===== config.mk =====
export PLATFORM = sky130hd
export DESIGN_NAME = byte_unstriping_2l
export DESIGN_NICKNAME = d
export VERILOG_FILES = /design/src/rtl/byte_unstriping_2l.sv
export SDC_FILE = /design/constraint.sdc
export NUM_CORES = 1
export LEC_CHECK = 0
export CORE_MARGIN = 2
export CORE_UTILIZATION = 40
export CTS_CLUSTER_SIZE = 28
export DETAILED_ROUTE_END_ITERATION = 6
export SYNTH_ARGS = -nofsm -noshare
export SYNTH_HDL_FRONTEND = slang
export SYNTH_SLANG_ARGS = --single-unit

===== constraint.sdc =====
create_clock -name clk -period 4.6 [get_ports clk]
set_clock_uncertainty 0.2 [all_clocks]
set_input_delay 0.92 -clock clk [delete_from_list [all_inputs] [get_ports clk]]
set_output_delay 0.92 -clock clk [all_outputs]
set_load 0.01 [all_outputs]

===== src/rtl/byte_unstriping_2l.sv =====
`timescale 1ns/1ps
// Receive-side 2-lane to 1-lane byte un-striper: buffers up to two lane bytes
// per clock in a circular buffer and emits one byte per clock, lane 0 first.
module byte_unstriping_2l #(
  parameter  int unsigned DEPTH = 8,
  localparam int unsigned AW    = $clog2(DEPTH)
) (
  input  logic          clk,
  input  logic          reset,
  input  logic [7:0]    in0,
  input  logic [7:0]    in1,
  input  logic          valid0,
  input  logic          valid1,
  output logic          in_ready,
  output logic [7:0]    out_data,
  output logic          out_valid,
  input  logic          out_ready,
  output logic [AW:0]   level,
  output logic          err
);

  logic [7:0]    mem [DEPTH];
  logic [AW-1:0] wr_ptr;
  logic [AW-1:0] rd_ptr;
  logic [AW-1:0] wr_ptr_p1;
  logic [AW:0]   level_q;
  logic [AW:0]   nwr;
  logic          err_q;
  logic          wr_en;
  logic          wr_two;
  logic          pop;

  // Handshake decode; everything here derives from registered state plus inputs.
  always_comb begin
    in_ready  = (level_q <= (AW+1)'(DEPTH - 2));
    out_valid = (level_q != '0);
    out_data  = out_valid ? mem[rd_ptr] : 8'h00;
    wr_en     = in_ready & valid0;
    wr_two    = wr_en & valid1;
    nwr       = wr_two ? (AW+1)'(2) : (wr_en ? (AW+1)'(1) : '0);
    pop       = out_valid & out_ready;
    wr_ptr_p1 = wr_ptr + AW'(1);
  end

  assign level = level_q;
  assign err   = err_q;

  // Pointer, level and sticky error state.
  always_ff @(posedge clk or negedge reset) begin
    if (!reset) begin
      wr_ptr  <= '0;
      rd_ptr  <= '0;
      level_q <= '0;
      err_q   <= 1'b0;
    end else begin
      wr_ptr  <= wr_ptr + AW'(nwr);
      rd_ptr  <= rd_ptr + AW'(pop);
      level_q <= level_q + nwr - (AW+1)'(pop);
      err_q   <= err_q | (valid1 & ~valid0);
    end
  end

  // Buffer storage carries no reset; a pair at the last slot wraps lane 1 to slot 0.
  always_ff @(posedge clk) begin
    if (wr_en)  mem[wr_ptr]    <= in0;
    if (wr_two) mem[wr_ptr_p1] <= in1;
  end

endmodule


# Word level (Yosys, flattened, before mapping)
# Memory sizes are Yosys's and may differ from the RTL's.
# Index checks and enable logic that the tools add are counted.
[totals]
regBits = 11
n_memories = 1
in_bits = 21
output_inout_bits = 15
word_cells = 25
ramBits = 64
[op_classes]
addsub = 5
reduce_logical = 1
magnitude_cmp = 1
n_bitwise = 6
muxes = 7
[mem_list]
columns = ["name", "depth", "word_bits", "read_ports", "rd_ports_with_merged_regs", "wr", "line_no", "text"]
rows = [
  ["mem", 8, 8, 1, 0, 2, "22", "logic [7:0] mem [DEPTH];"],
]
[ops]
columns = ["cell", "n"]
rows = [
  ["two-way mux 8 bit", 1],
  ["two-way mux 1 bit", 5],
  ["adder 4 x 2 -> 4 bit", 1],
  ["bitwise AND 1 bit", 4],
  ["less-or-equal comparator 4 x 3 -> 1 bit, second input constant", 1],
  ["nonzero test 4 bit", 1],
  ["subtractor 4 x 1 -> 4 bit", 1],
  ["adder 3 x 1 -> 3 bit", 1],
  ["adder 3 x 1 -> 3 bit, second input constant", 1],
  ["adder 3 x 2 -> 3 bit", 1],
  ["two-way mux 2 bit", 1],
  ["inverter 1 bit", 1],
  ["bitwise OR 1 bit", 1],
]

# Longest topological paths before layout
# Gate-level depths: netlist of the first run.
[depth]
ltp_word = 6
ltp_mapped = 12
mapped_depth_nobuf = 12

# Worst setup path before layout of the first run
# OpenSTA, ideal clock, no wires.
[synth_timing]
path_type = "register -> register"
startpoint = "register level_q[3] (netlist: level[3])"
endpoint = "register level_q[2] (netlist: level[2])"
n_path_buf = 0
setup_slack_ns = 1.776
setup_time_ns = 0.123
period_less_slack_ns = 2.824
path_stages_with_launch = 11
t_arrival_ns = 2.501
path_cell_list = "dfrtp_1 -> inv_1 -> ha_1 -> nor3b_1 -> nor2b_1 -> ha_1 -> inv_1 -> ha_1 -> inv_1 -> fa_1 -> xnor2_1"
[synth_between]
elab_chain_len = 6
word_cells_on_any_way = 9
classes_between = "add/sub (2); order compare (1); mux (2); bitwise (3); reduce/logical (1)"
[synth_rtl]
columns = ["element", "line_no", "text"]
rows = [
  ["start, declared", "26", "logic [AW:0] level_q;"],
  ["start signal, assigned", "58", "level_q <= level_q + nwr - (AW+1)'(pop);"],
  ["less-or-equal comparator 4 x 3 -> 1 bit", "35", "in_ready = (level_q <= (AW+1)'(DEPTH - 2));"],
  ["bitwise AND 1 bit", "38", "wr_en = in_ready & valid0;"],
  ["two-way mux 1 bit / bitwise AND 1 bit (equally long branches)", "40, 39", ""],
  ["two-way mux 2 bit", "40", "nwr = wr_two ? (AW+1)'(2) : (wr_en ? (AW+1)'(1) : '0);"],
  ["adder 4 x 2 -> 4 bit", "58", ""],
  ["subtractor 4 x 1 -> 4 bit *", "58", ""],
]
# Every way passes the cells marked *; elsewhere a longest branch is shown, timed or not.

# Final worst setup path of the first run
[layout_timing]
startpoint = "register rd_ptr[1]"
endpoint = "output out_data[5]"
[layout_between]
elab_chain_len = 2
[layout_rtl]
columns = ["element", "line_no", "text"]
rows = [
  ["start, declared", "24", "logic [AW-1:0] rd_ptr;"],
  ["start signal, assigned", "57", "rd_ptr <= rd_ptr + AW'(pop);"],
  ["memory (8 x 8 bit)", "-", ""],
  ["two-way mux 8 bit", "37", "out_data = out_valid ? mem[rd_ptr] : 8'h00;"],
  ["end, declared", "15", "output logic [7:0] out_data,"],
]
# Every way passes these cells.

==> reports/qor.txt, run 1 <==
Antenna violations before repair: 0
RR Endpoint: mem[2][4]
Max clock buf depth: 2
Required time worst endpoint: 3.48 ns
Die Area: 11330 um2
First-pass GRT wire length: 14840 um
Nets: 358
Synth unique cells: 38
RSZ-0062 raised after global routing: false
Reg2reg path depth: 5
Most common cell after layout, fill and taps aside: edfxtp_1
DR pass1 iterations: 4
# DRC: 0
Gr ovfl total: 0
Post-Layout Cell Count: 465
Period minus WS final: 3.967 ns
Max-slew headroom: 32.78%
Vias in the first global route: 2534
Hold_buf cts: 0
Root Driver: clkbuf_8
Clk_lat worst skew: 0.34 ns
Cts repair resizes: 0
Largest net degree at the start of global routing: 50
Largest area contributor in the netlist: edfxtp_1
Cell Pwr Density: 601.5 nW/um2
Hold Crit Start: err
Placed insts: 449
Die H: 106.5 um
Final HPWL DP: 6587 um
Worst Tran Pin Value: 1.008 ns
Max VDD drop: 0.3554 mV
FF-to-FF Start: wr_ptr[0]
I/O pin cnt: 36
Dpl ws: 0.9851 ns
Critical Path Sink Type: output pin
Setup bufs post-CTS: 0
CTS clk-pin slew, worst paths: 0.08 ns
Via density: 5.465
Hold Crit Class: flop to flop
Final setup margin: 0.6330 ns
Layout cells sized above 1: 28.88%
Row count: 37
Mapped Cells: 290
H-tree lvl count: 3
Final setup viols: 0
Post-synthesis sequential area ratio: 52.32%
Most used DFF post-synth: edfxtp_1
Die W: 106.5 um
Total GRT Usage: 17.77%
Commonest cells after routing, fill and taps aside: edfxtp_1, mux2_2, clkdlybuf4s50_1, nor2b_1, inv_1
Synthesized cell area: 4199 um2
First-iteration detailed-routing DRC count: 140
Synth Register Bits: 75
Port bufs: 35
TritonCTS buffer count: 9
Tcrit/Tclk final: 86.24%
Area added between synthesis and finish: 17.46%
P_leak: 1.773 nW
Routed vias: 2541
CTS tree: built
Synth top area cells: edfxtp_1, mux2_2, dfrtp_1
TNS Setup: 0 ns
Post-DR wirelength/cell: 20.30 um
Initial Utilization: 40.86%
R2R setup slack: 1.48 ns
Hold Vio Cnt, Final: 0
CP Launch Type: flop
Max frequency: 252.1 MHz
Core area: 10280 um2
Ys async rst share: 14.67%
GPL Wtd Cong: 0.8078
Detailed Route WL: 9439 um
Post-synth EDFFs: 64
Synth top area share: 45.77%
Critical Path Source: rd_ptr[1]
Antenna diodes: 0
Clk sinks: 75
Synthesized area per cell: 14.48 um2
Critical path class: flop to output pin
Critical-path maximum fanout: 49
Post-Syn Nets: 324
Endpoint with the worst hold slack: err
Syn. warnings: 0
Number of routed nets with antenna violations: 0
Status: complete, no violations
Critical path arrival: 2.85 ns
Hold Path Cell Cnt: 1
Final Max Tran Viols: 0
Maxcap violations: 0
==> registers in the layout, indices dropped and copies added, names as in the netlist <==
| register | flops |
|---|---|
| err | 1 |
| level | 4 |
| mem | 64 |
| rd_ptr | 3 |
| wr_ptr | 3 |
==> cells in the mapped netlist (2+ instances only) <==
| library cell | n |
|---|---|
| buf_2 | 2 |
| fa_1 | 2 |
| clkbuf_1 | 7 |
| nor2_1 | 3 |
| ha_1 | 11 |
| o21bai_1 | 2 |
| a31o_2 | 3 |
| nor2b_1 | 18 |
| buf_1 | 3 |
| nand2_1 | 2 |
| mux2_4 | 16 |
| edfxtp_1 | 64 |
| xnor2_1 | 3 |
| a2111oi_0 | 8 |
| inv_1 | 17 |
| mux2i_1 | 16 |
| a21o_1 | 3 |
| nand3_1 | 3 |
| a22o_1 | 8 |
| mux2_2 | 48 |
| dfrtp_1 | 11 |
| or3_1 | 2 |
| xor2_1 | 3 |
| nor4_1 | 8 |
| buf_6 | 2 |
| a211oi_1 | 8 |
| nor4_4 | 6 |
==> critical path, stage by stage (launching register included) <==
cell             delay [ns]
dfrtp_2                1.04
mux2i_1                0.25
a22o_1                 0.29
nor4_1                 0.31
clkdlybuf4s50_1        0.61
==> how the worst max path moves through the flow <==
| stage | to | slack (ns) | cells after the start |
|---|---|---|---|
| after global routing | out_data[5] | 0.54 | 4 |
| after detailed placement | mem[5][1] | 0.99 | 4 |
| final | out_data[5] | 0.63 | 4 |
| after global placement | mem[4][1] | 1.02 | 4 |
| after floorplan | level[2] | 1.78 | 10 |
| after CTS | out_data[5] | 0.62 | 4 |
==> metrics by stage <==
| step | util, % | hold slack (ns) | power, mW | instance area (um2) |
|---|---|---|---|---|
| CTS | 47.99 | 0.2637 | 2.993 | 4932 |
| detailed placement | 45.42 | 0.2433 | 2.322 | 4668 |
| global route | 47.99 | 0.3150 | 3.153 | 4932 |
| global placement | 45.42 | 0.2393 | 2.309 | 4668 |
| floorplan | - | 0.2932 | 1.867 | 4199 |
| finish | 47.99 | 0.2562 | 2.967 | 4932 |
==> where the power goes <==
group / internal (mW) / switching (mW)
Sequential: 0.910 / 0.194
Clock: 0.414 / 0.257
Combinational: 0.564 / 0.627
==> routing by layer <==
layer	vias to the layer above	part of all wire, %	track usage, %
li1	1185	-	-
met1	1291	48	25.49
met2	49	47	26.88
met3	16	3.1	2.636
met4	0	2.2	7.514
met5	-	0	0
==> area by class of cell <==
type	count	area, um2
clock buffers	9	123.9
clock inverters	7	140.1
fillers	924	5345
inverters	17	63.81
multi-input cells	183	1863
flip-flops and latches	75	2198
well taps	136	170.2
repair buffers	38	372.9
==> logic make-up after synthesis <==
| family | after synthesis | share of synthesized area (%) |
|---|---|---|
| compound gates | 38 | 7.778 |
| xor+xnor | 6 | 1.252 |
| fa+ha+maj | 13 | 4.231 |
| buf+inv | 32 | 3.307 |
| flops | 75 | 52.32 |
| mux | 80 | 22.41 |
| simple gates | 46 | 8.701 |
(Power assumes the default switching activity.)
==> run 2: changes to the inputs <==
==> constraint.sdc (replaced) <==
create_clock -name clk -period 4.6 [get_ports clk]
set_clock_uncertainty 0.2 [all_clocks]
set_input_delay 0.92 -clock clk [delete_from_list [all_inputs] [get_ports clk]]
set_output_delay 0.92 -clock clk [all_outputs]
set_load 0.1 [all_outputs]
==> run 2 against run 1 <==
First-iteration DRC count grew 16%. Global-route usage down 0.14 points. Sequential share of layout area grew 1.0 points. Critical path type unchanged.
==> reports/qor.txt, run 2 (synthesized netlist as in run 1, its figures left out) <==
Root Driver: clkbuf_8
Status: complete, no violations
Buf/Inv on CP: 1 (unchanged)
Worst Tran Pin Value: 1.014 ns (+0.005469 ns)
# DRC: 0 (unchanged)
Port bufs: 35 (unchanged)
Max clock buf depth: 2 (unchanged)
Routed vias: 2536 (-0.20%)
Post-DR wirelength/cell: 20.10 um (-0.97%)
Setup bufs post-CTS: 0 (unchanged)
Slowest cell on the critical path: dfrtp_2
Total GRT Usage: 17.63% (-0.14 points)
Detailed Route WL: 9347 um (-0.97%)
Max frequency: 264.4 MHz (+4.9%)
Required time worst endpoint: 3.48 ns (about the same)
H-tree lvl count: 3 (unchanged)
Critical path class: flop to output pin
Final Max Tran Viols: 0 (unchanged)
Final core occ: 46.91% (-1.1 points)
Antenna diodes: 0 (unchanged)
Core area: 10280 um2 (unchanged)
CTS tree: built
Area added between synthesis and finish: 14.81%
Die H: 106.5 um (unchanged)
CP Launch Type: flop
GPL Wtd Cong: 0.7969 (-1.3%)
Commonest cells after routing, fill and taps aside: edfxtp_1, mux2_2, clkdlybuf4s50_1, nor2b_1, inv_1
Antenna violations before repair: 0 (unchanged)
Clk sinks: 75 (unchanged)
Layout cells sized above 1: 31.61% (+2.7 points)
Max FFs per register: 64 (unchanged)
Maxcap violations: 0 (unchanged)
Cts repair resizes: 0 (unchanged)
Register Area: 2198 um2 (unchanged)
Final setup margin: 0.8174 ns (+0.1844 ns)
Multi-input gate area: 1863 um2 (unchanged)
CTS clk-pin slew, worst paths: 0.09 ns (about the same)
Max-slew headroom: 32.41% (-0.36 points)
Die W: 106.5 um (unchanged)
Number of routed nets with antenna violations: 0 (unchanged)
I/O pin cnt: 36 (unchanged)
Vias in the first global route: 2519 (-0.59%)
Critical Path Sink Type: output pin
TritonCTS buffer count: 9 (unchanged)
Gr ovfl total: 0 (unchanged)
Clk_lat worst skew: 0.36 ns (+0.02 ns)
FILL cells: 964 (+4.3%)
Critical path arrival: 2.66 ns (-0.19 ns)
Dpl ws: 0.9833 ns (-0.001773 ns)
CP delay by family, top: flip-flops
Row count: 37 (unchanged)
Largest reg by FF count: mem
Final HPWL DP: 6531 um (-0.85%)
Initial Utilization: 40.86% (unchanged)
Period minus WS final: 3.783 ns (-0.1844 ns)
Largest net degree at the start of global routing: 50 (unchanged)
First-iteration detailed-routing DRC count: 162 (+16%)
Nets: 358 (unchanged)
Die Area: 11330 um2 (unchanged)
Final setup viols: 0 (unchanged)
First-pass GRT wire length: 14760 um (-0.55%)
Slowest stage delay, CP: 1.04 ns (about the same)
Hold Vio Cnt, Final: 0 (unchanged)
Hold Crit Class: flop to flop
Critical-path cell list: mux2i_1, a22o_1, nor4_1, buf_4
Via density: 5.454 (-0.20%)
Hold_buf cts: 0 (unchanged)
Critical-path maximum fanout: 49 (unchanged)
DR pass1 iterations: 4 (unchanged)
Most common cell after layout, fill and taps aside: edfxtp_1
RSZ-0062 raised after global routing: false
Tcrit/Tclk final: 82.23% (-4.0 points)
## run 2: cell types whose count changed in the layout (fill, tap and decap cells not counted)
cell	before	now
clkinv_2	1	2
inv_6	0	3
bufinv_16	4	0
clkdlybuf4s50_1	35	26
buf_4	3	12
## run 2: layout make-up
type	instances	share of cell area, %
well taps	136	3.530
clock inverters	7	1.064
clock buffers	9	2.569
repair buffers	38	7.267
multi-input cells	183	38.65
flip-flops and latches	75	45.60
inverters	17	1.324
## run 2: worst paths after layout
kind                            depth (start not counted)  slack, ns       from           to
worst max-delay path                                    4       0.82  rd_ptr[1]  out_data[5]
max in group asynchronous                               1       3.14      reset    rd_ptr[1]
worst max register to register                          4       1.42  wr_ptr[0]    mem[7][0]
worst min-delay path                                    1       0.26        err          err
worst min register to register                          1       0.26        err          err
min in group asynchronous                               1       0.69      reset          err
## run 2: stage by stage
step,cells,setup TNS (ns),cell area [um2],hold WS (ns)
after CTS,465,0,4821,0.2641
final,465,0,4821,0.2582
after detailed placement,449,0,4646,0.2439
after global placement,449,0,4646,0.2399
after global routing,465,0,4821,0.3095
after floorplan,290,-9.057,4199,0.2992
## run 2: layer usage
| layer | track usage [%] | routed length, um | vias up |
|---|---|---|---|
| met1 | 24.64 | 4377 | 1274 |
| met3 | 3.985 | 405 | 13 |
| li1 | - | - | 1192 |
| met2 | 27.15 | 4423 | 57 |
| met4 | 5.937 | 142 | 0 |
| met5 | 0 | 0 | - |
Power of run 2 is left out: the tool's default activity adds up to more than one toggle a clock period on the data nets, which glitch-free logic cannot reach.
==> variant 1: new RTL, flow settings as in run 1 <==
Make the reset (`reset`) synchronous in one clocked block.
--- a/src/rtl/byte_unstriping_2l.sv
+++ b/src/rtl/byte_unstriping_2l.sv
@@ -47,5 +47,5 @@
 
   // Pointer, level and sticky error state.
-  always_ff @(posedge clk or negedge reset) begin
+  always_ff @(posedge clk) begin
     if (!reset) begin
       wr_ptr  <= '0;
Formal check against the unedited RTL: differs if reset is asserted again (counterexample within 4 cycles, from zero or initial values and one cycle with reset low); with reset held inactive, the same outputs for 4 cycles.
==> variant 1 against run 1 <==
- largest cell class unchanged
- final area down 1.3%
- total power is 26% lower
- sequential share of layout area decreased by 0.54 points
- routed wire length up 0.52%
- via count increased by 2.1%
- worst setup slack better by 18 ps
- synthesized area is 0.15% higher
- sequential cell count is the same
- core utilization shrank 0.63 points
- critical endpoint is now out_data[4]
==> variant 1: results (changes against run 1) <==
\begin{tabular}{lr}
\hline
Metric & Value \\
\hline
\multicolumn{2}{l}{\textbf{Logic synthesis}} \\
Multiplexer share of the synthesized area & 0.2237 (was 0.2241) \\
Synthesized netlist net count & 333 (was 324) \\
Post-Synth XOR/XNOR Area & 0.01250 (was 0.01251) \\
Cell types with the largest area share after synthesis & edfxtp\_1, mux2\_2, mux2\_4 (was edfxtp\_1, mux2\_2, dfrtp\_1) \\
Proportion of register bits with asynchronous set or reset after synthesis & 0 (was 0.1467) \\
Synthesized-area fraction occupied by ao, oa, aoi and oai cells & 0.07766 (was 0.07777) \\
Synth cell count leaders & edfxtp\_1, mux2\_2, nor2b\_1 (unchanged) \\
Adder-cell share of the synthesized area & 0.04225 (was 0.04231) \\
Part of the Yosys area used for sequential elements & 0.5094 (was 0.5232) \\
Library cells used by synthesis & 38 (unchanged) \\
\multicolumn{2}{l}{\textbf{GRT}} \\
Global-route wire length before repair & 15150 um (was 14840 um) \\
Overall Global Routing Usage & 0.1784 (was 0.1777) \\
\multicolumn{2}{l}{\textbf{Pwr}} \\
Max IR drop VDD & 0.0002017 V (was 0.0003554 V) \\
Design internal power & 1.459 mW (was 1.888 mW) \\
Reported leakage power & 1.649 nW (was 1.773 nW) \\
\multicolumn{2}{l}{\textbf{Routing}} \\
Post-DR wirelength/cell & 20.10 um (was 20.30 um) \\
Total number of vias & 2594 (was 2541) \\
Violation count after the first detailed-routing iteration & 160 (was 140) \\
\multicolumn{2}{l}{\textbf{Layout}} \\
Layout cell share with drive strength beyond 1 & 0.2798 (was 0.2888) \\
Layout Nets & 365 (was 358) \\
Count of fill cells added during filler insertion & 956 (was 924) \\
\multicolumn{2}{l}{\textbf{Setup path}} \\
Setup crit start & rd\_ptr[1]\$\_SDFF\_PN0\_ (was rd\_ptr[1]\$\_DFF\_PN0\_) \\
R2r setup slk & 1330 ps (was 1480 ps) \\
Timing endpoint of the critical path & out\_data[4] (was out\_data[5]) \\
Terminus of the critical flop-to-flop path & mem[4][0]\$\_DFFE\_PP\_ (was mem[2][4]\$\_DFFE\_PP\_) \\
Critical register-to-register path startpoint & wr\_ptr[0]\$\_SDFF\_PN0\_ (was wr\_ptr[0]\$\_DFF\_PN0\_) \\
Reg2Reg Depth & 3 (was 5) \\
Max stage delay cell, worst path & dfxtp\_2 (was dfrtp\_2) \\
\multicolumn{2}{l}{\textbf{Timing}} \\
Final Hold Slack & 271.4 ps (was 256.2 ps) \\
Worst max-slew margin expressed relative to the limit & 0.2895 (was 0.3278) \\
\multicolumn{2}{l}{\textbf{Outcome}} \\
Outcome & finished, final reports clean (unchanged) \\
\multicolumn{2}{l}{\textbf{Placement}} \\
Routability cong. & 0.8471 (was 0.8078) \\
Detail Placement HPWL & 6506 um (was 6587 um) \\
\hline
\end{tabular}
variant 1: how the worst min path moves through the flow:
stage	endpoint	from
finish	err$_SDFF_PN0_	err$_SDFF_PN0_
global route	err$_SDFF_PN0_	err$_SDFF_PN0_
CTS	err$_SDFF_PN0_	err$_SDFF_PN0_
detailed placement	err$_SDFF_PN0_	err$_SDFF_PN0_
global placement	err$_SDFF_PN0_	err$_SDFF_PN0_
floorplan	err$_SDFF_PN0_	err$_SDFF_PN0_
variant 1: kinds of logic after synthesis:
family / Yosys count
buffers and inverters: 30
xor gates and xnor gates: 6
adders and majority gates: 13
AOI/OAI and AO/OA: 38
muxes: 80
and+or+nand+nor: 57
DFF: 75
variant 1: power by group through the flow:
stage,clock (mW),combinational (mW),sequential (mW)
2_1_floorplan,0,0.489,0.870
3_3_place_gp,0,0.742,0.923
3_5_place_dp,0,0.753,0.924
4_1_cts,0.535,0.757,0.908
5_1_grt,0.562,0.821,0.919
6_report,0.526,0.748,0.907
variant 1: worst reg2reg max path: stages (launching register included):
cell      delay, ps
dfxtp_1         800
ha_1            500
nor4_4          820
o21bai_1        570
variant 1: final cells by class:
class                   instances  share of cell area
flip-flops and latches         75              0.4404
clock buffers                   9             0.02545
repair buffers                 37             0.07506
well taps                     136             0.03496
multi-input cells             194              0.3979
inverters                      14             0.01080
clock inverters                 7             0.01542
variant 1: per-layer routing:
| metal | track usage | vias to the layer above | wire length [um] | part of all wire |
|---|---|---|---|---|
| met1 | 0.2473 | 1305 | 4492 | 0.47 |
| met4 | 0.06772 | 0 | 182 | 0.019 |
| met3 | 0.02759 | 15 | 279 | 0.029 |
| met5 | 0 | - | 0 | 0 |
| li1 | - | 1218 | - | - |
| met2 | 0.2825 | 56 | 4533 | 0.48 |
variant 1: metrics by stage:
stage               utilization  power [mW]  setup slack, ps  area [um2]  cells
finish                   0.4736       2.181            651.4        4867    472
global route             0.4736       2.303            463.5        4867    472
CTS                      0.4731       2.200            674.5        4862    472
detailed placement       0.4537       1.677            805.9        4663    456
global placement         0.4537       1.664            838.2        4663    456
floorplan                     -       1.359             1727        4205    299
==> variant 2: new RTL, flow settings as in run 1 <==
Made on the original files. The parameter `DEPTH` goes from 8 to 16.
--- a/src/rtl/byte_unstriping_2l.sv
+++ b/src/rtl/byte_unstriping_2l.sv
@@ -3,5 +3,5 @@
 // per clock in a circular buffer and emits one byte per clock, lane 0 first.
 module byte_unstriping_2l #(
-  parameter  int unsigned DEPTH = 8,
+  parameter  int unsigned DEPTH = 16,
   localparam int unsigned AW    = $clog2(DEPTH)
 ) (
Ports: changed (resized level); port bits go from 36 to 37. The function was not compared with the original's and may differ.
==> variant 2 against run 1 <==
- critical path type unchanged
- die area rose by 77%
- sequential share of layout area grew 3.4 points
- maximum frequency fell by 7.0%
- routed wire length increased by 96%
- worst setup slack worse by 300 ps
- synthesized area rose by 81%
- sequential cell count increased by 67
- final area increased by 77%
- total power up 62%
==> variant 2: results (changes against run 1) <==
\begin{tabular}{lr}
\hline
Metric & Value \\
\hline
\multicolumn{2}{l}{\textbf{Setup path}} \\
Worst-path fanout max & 15 (was 49) \\
Arrival time of the worst setup path & 3150 ps (was 2850 ps) \\
Setup crit start & level[2]\$\_DFF\_PN0\_ (was rd\_ptr[1]\$\_DFF\_PN0\_) \\
Critical register-to-register path startpoint & level[4]\$\_DFF\_PN0\_ (was wr\_ptr[0]\$\_DFF\_PN0\_) \\
\multicolumn{2}{l}{\textbf{GRT}} \\
Overall Global Routing Usage & 0.1948 (was 0.1777) \\
Fraction of met2 tracks used by global routing & 0.3281 (was 0.2688) \\
Pin count of the biggest net entering global routing & 20 (was 50) \\
Global-route wire length before repair & 28390 um (was 14840 um) \\
Via count of the first global-routing pass & 4636 (was 2534) \\
Global-route track usage on met1 & 0.2535 (was 0.2549) \\
\multicolumn{2}{l}{\textbf{Clock tree}} \\
Clock transition at the registers of the reported paths & 60 ps (was 80 ps) \\
Clock root buffer & clkbuf\_16 (was clkbuf\_8) \\
H-tree levels & 4 (was 3) \\
Clock buffers created by TritonCTS & 17 (was 9) \\
Worst-Skew Late Latency & 420 ps (was 340 ps) \\
\multicolumn{2}{l}{\textbf{Placement}} \\
Detail Placement HPWL & 12800 um (was 6587 um) \\
Routability cong. & 0.8594 (was 0.8078) \\
Buffers added on ports & 36 (was 35) \\
Cells after DPL & 742 (was 449) \\
\multicolumn{2}{l}{\textbf{Layout}} \\
Layout Nets & 563 (was 358) \\
Layout cell share with drive strength beyond 1 & 0.4082 (was 0.2888) \\
\multicolumn{2}{l}{\textbf{Routing}} \\
DRT Wirelength & 18500 um (was 9439 um) \\
Violation count after the first detailed-routing iteration & 279 (was 140) \\
Avg Vias per Cell & 5.745 (was 5.465) \\
Number of optimization iterations in the first detailed-route pass & 5 (was 4) \\
\multicolumn{2}{l}{\textbf{Logic synthesis}} \\
Cell types with the largest area share after synthesis & edfxtp\_1, mux2\_2, mux4\_2 (was edfxtp\_1, mux2\_2, dfrtp\_1) \\
Proportion of register bits with asynchronous set or reset after synthesis & 0.09859 (was 0.1467) \\
Synth cell count leaders & mux2\_2, edfxtp\_1, mux4\_2 (was edfxtp\_1, mux2\_2, nor2b\_1) \\
Cell count after synthesis & 494 (was 290) \\
Synthesized netlist net count & 530 (was 324) \\
Part of the Yosys area used for sequential elements & 0.5526 (was 0.5232) \\
Number of synthesized flops with an enable pin & 128 (was 64) \\
\multicolumn{2}{l}{\textbf{Outcome}} \\
Outcome & finished, final reports clean (unchanged) \\
\multicolumn{2}{l}{\textbf{Timing}} \\
Tightest Pin Transition & 1010 ps (was 1008 ps) \\
\multicolumn{2}{l}{\textbf{Pwr}} \\
Max IR drop VDD & 0.0003683 V (was 0.0003554 V) \\
Reported leakage power & 2.928 nW (was 1.773 nW) \\
\hline
\end{tabular}
variant 2: kinds of logic (layout without fill, tap and decap cells):
family / Yosys count / in the layout / share of synthesized area
compound gates: 38 / 38 / 0.03775
xor+xnor: 7 / 7 / 0.008078
fa+ha+maj: 15 / 15 / 0.02671
buf+inv: 53 / 98 / 0.03033
flops: 142 / 142 / 0.5526
mux: 169 / 169 / 0.2837
simple gates: 70 / 70 / 0.06083
variant 2: stage by stage:
| step | setup WS (ps) | area, um2 |
|---|---|---|
| final | 332.3 | 8738 |
| after global placement | 795.3 | 8190 |
| after CTS | 179.1 | 8736 |
| after detailed placement | 651.7 | 8190 |
| after floorplan | 1526 | 7590 |
| after global routing | 92.33 | 8738 |
variant 2: repair_timing:
item / in CTS / in global routing
resized for setup: 0 / 1
setup buffers: 0 / 0
setup endpoints to repair: 0 / 2
variant 2: path summary, 6_finish.rpt:
path | to | slack [ps] | depth (start not counted)
max in group asynchronous | rd_ptr[0]$_DFF_PN0_ | 2950 | 1
worst min-delay path | err$_DFF_PN0_ | 270 | 1
min in group asynchronous | level[0]$_DFF_PN0_ | 740 | 1
worst min register to register | err$_DFF_PN0_ | 270 | 1
worst max register to register | level[4]$_DFF_PN0_ | 1260 | 14
worst max-delay path | out_data[2] | 330 | 7
variant 2: critical path, cell delays in order (launching register included):
cell and delay, ps:
dfrtp_1 410, inv_1 80, ha_1 180, or4b_1 250
and2_0 630, a22oi_1 200, o211ai_1 350, clkdlybuf4s50_1 610
variant 2: cell type report:
cell class / instances / area [um2]
Inverter: 15 / 56.30
Multi-Input combinational cell: 299 / 3168
Timing Repair Buffer: 52 / 480.5
Fill cell: 1626 / 9905
Clock inverter: 14 / 120.1
Clock buffer: 17 / 425.4
Tap cell: 234 / 292.8
Sequential cell: 142 / 4195
variant 2: where the power goes:
| group | internal (mW) | total, mW | switching (mW) |
|---|---|---|---|
| Clock | 0.739 | 1.29 | 0.551 |
| Combinational | 0.826 | 1.73 | 0.905 |
| Sequential | 1.58 | 1.77 | 0.191 |
variant 2: metal layers:
layer | routed length [um] | vias up | share of wire
met5 | 0 | - | 0
met2 | 9183 | 122 | 0.50
li1 | - | 2008 | -
met3 | 824 | 21 | 0.045
met4 | 269 | 0 | 0.015
met1 | 8226 | 2290 | 0.44
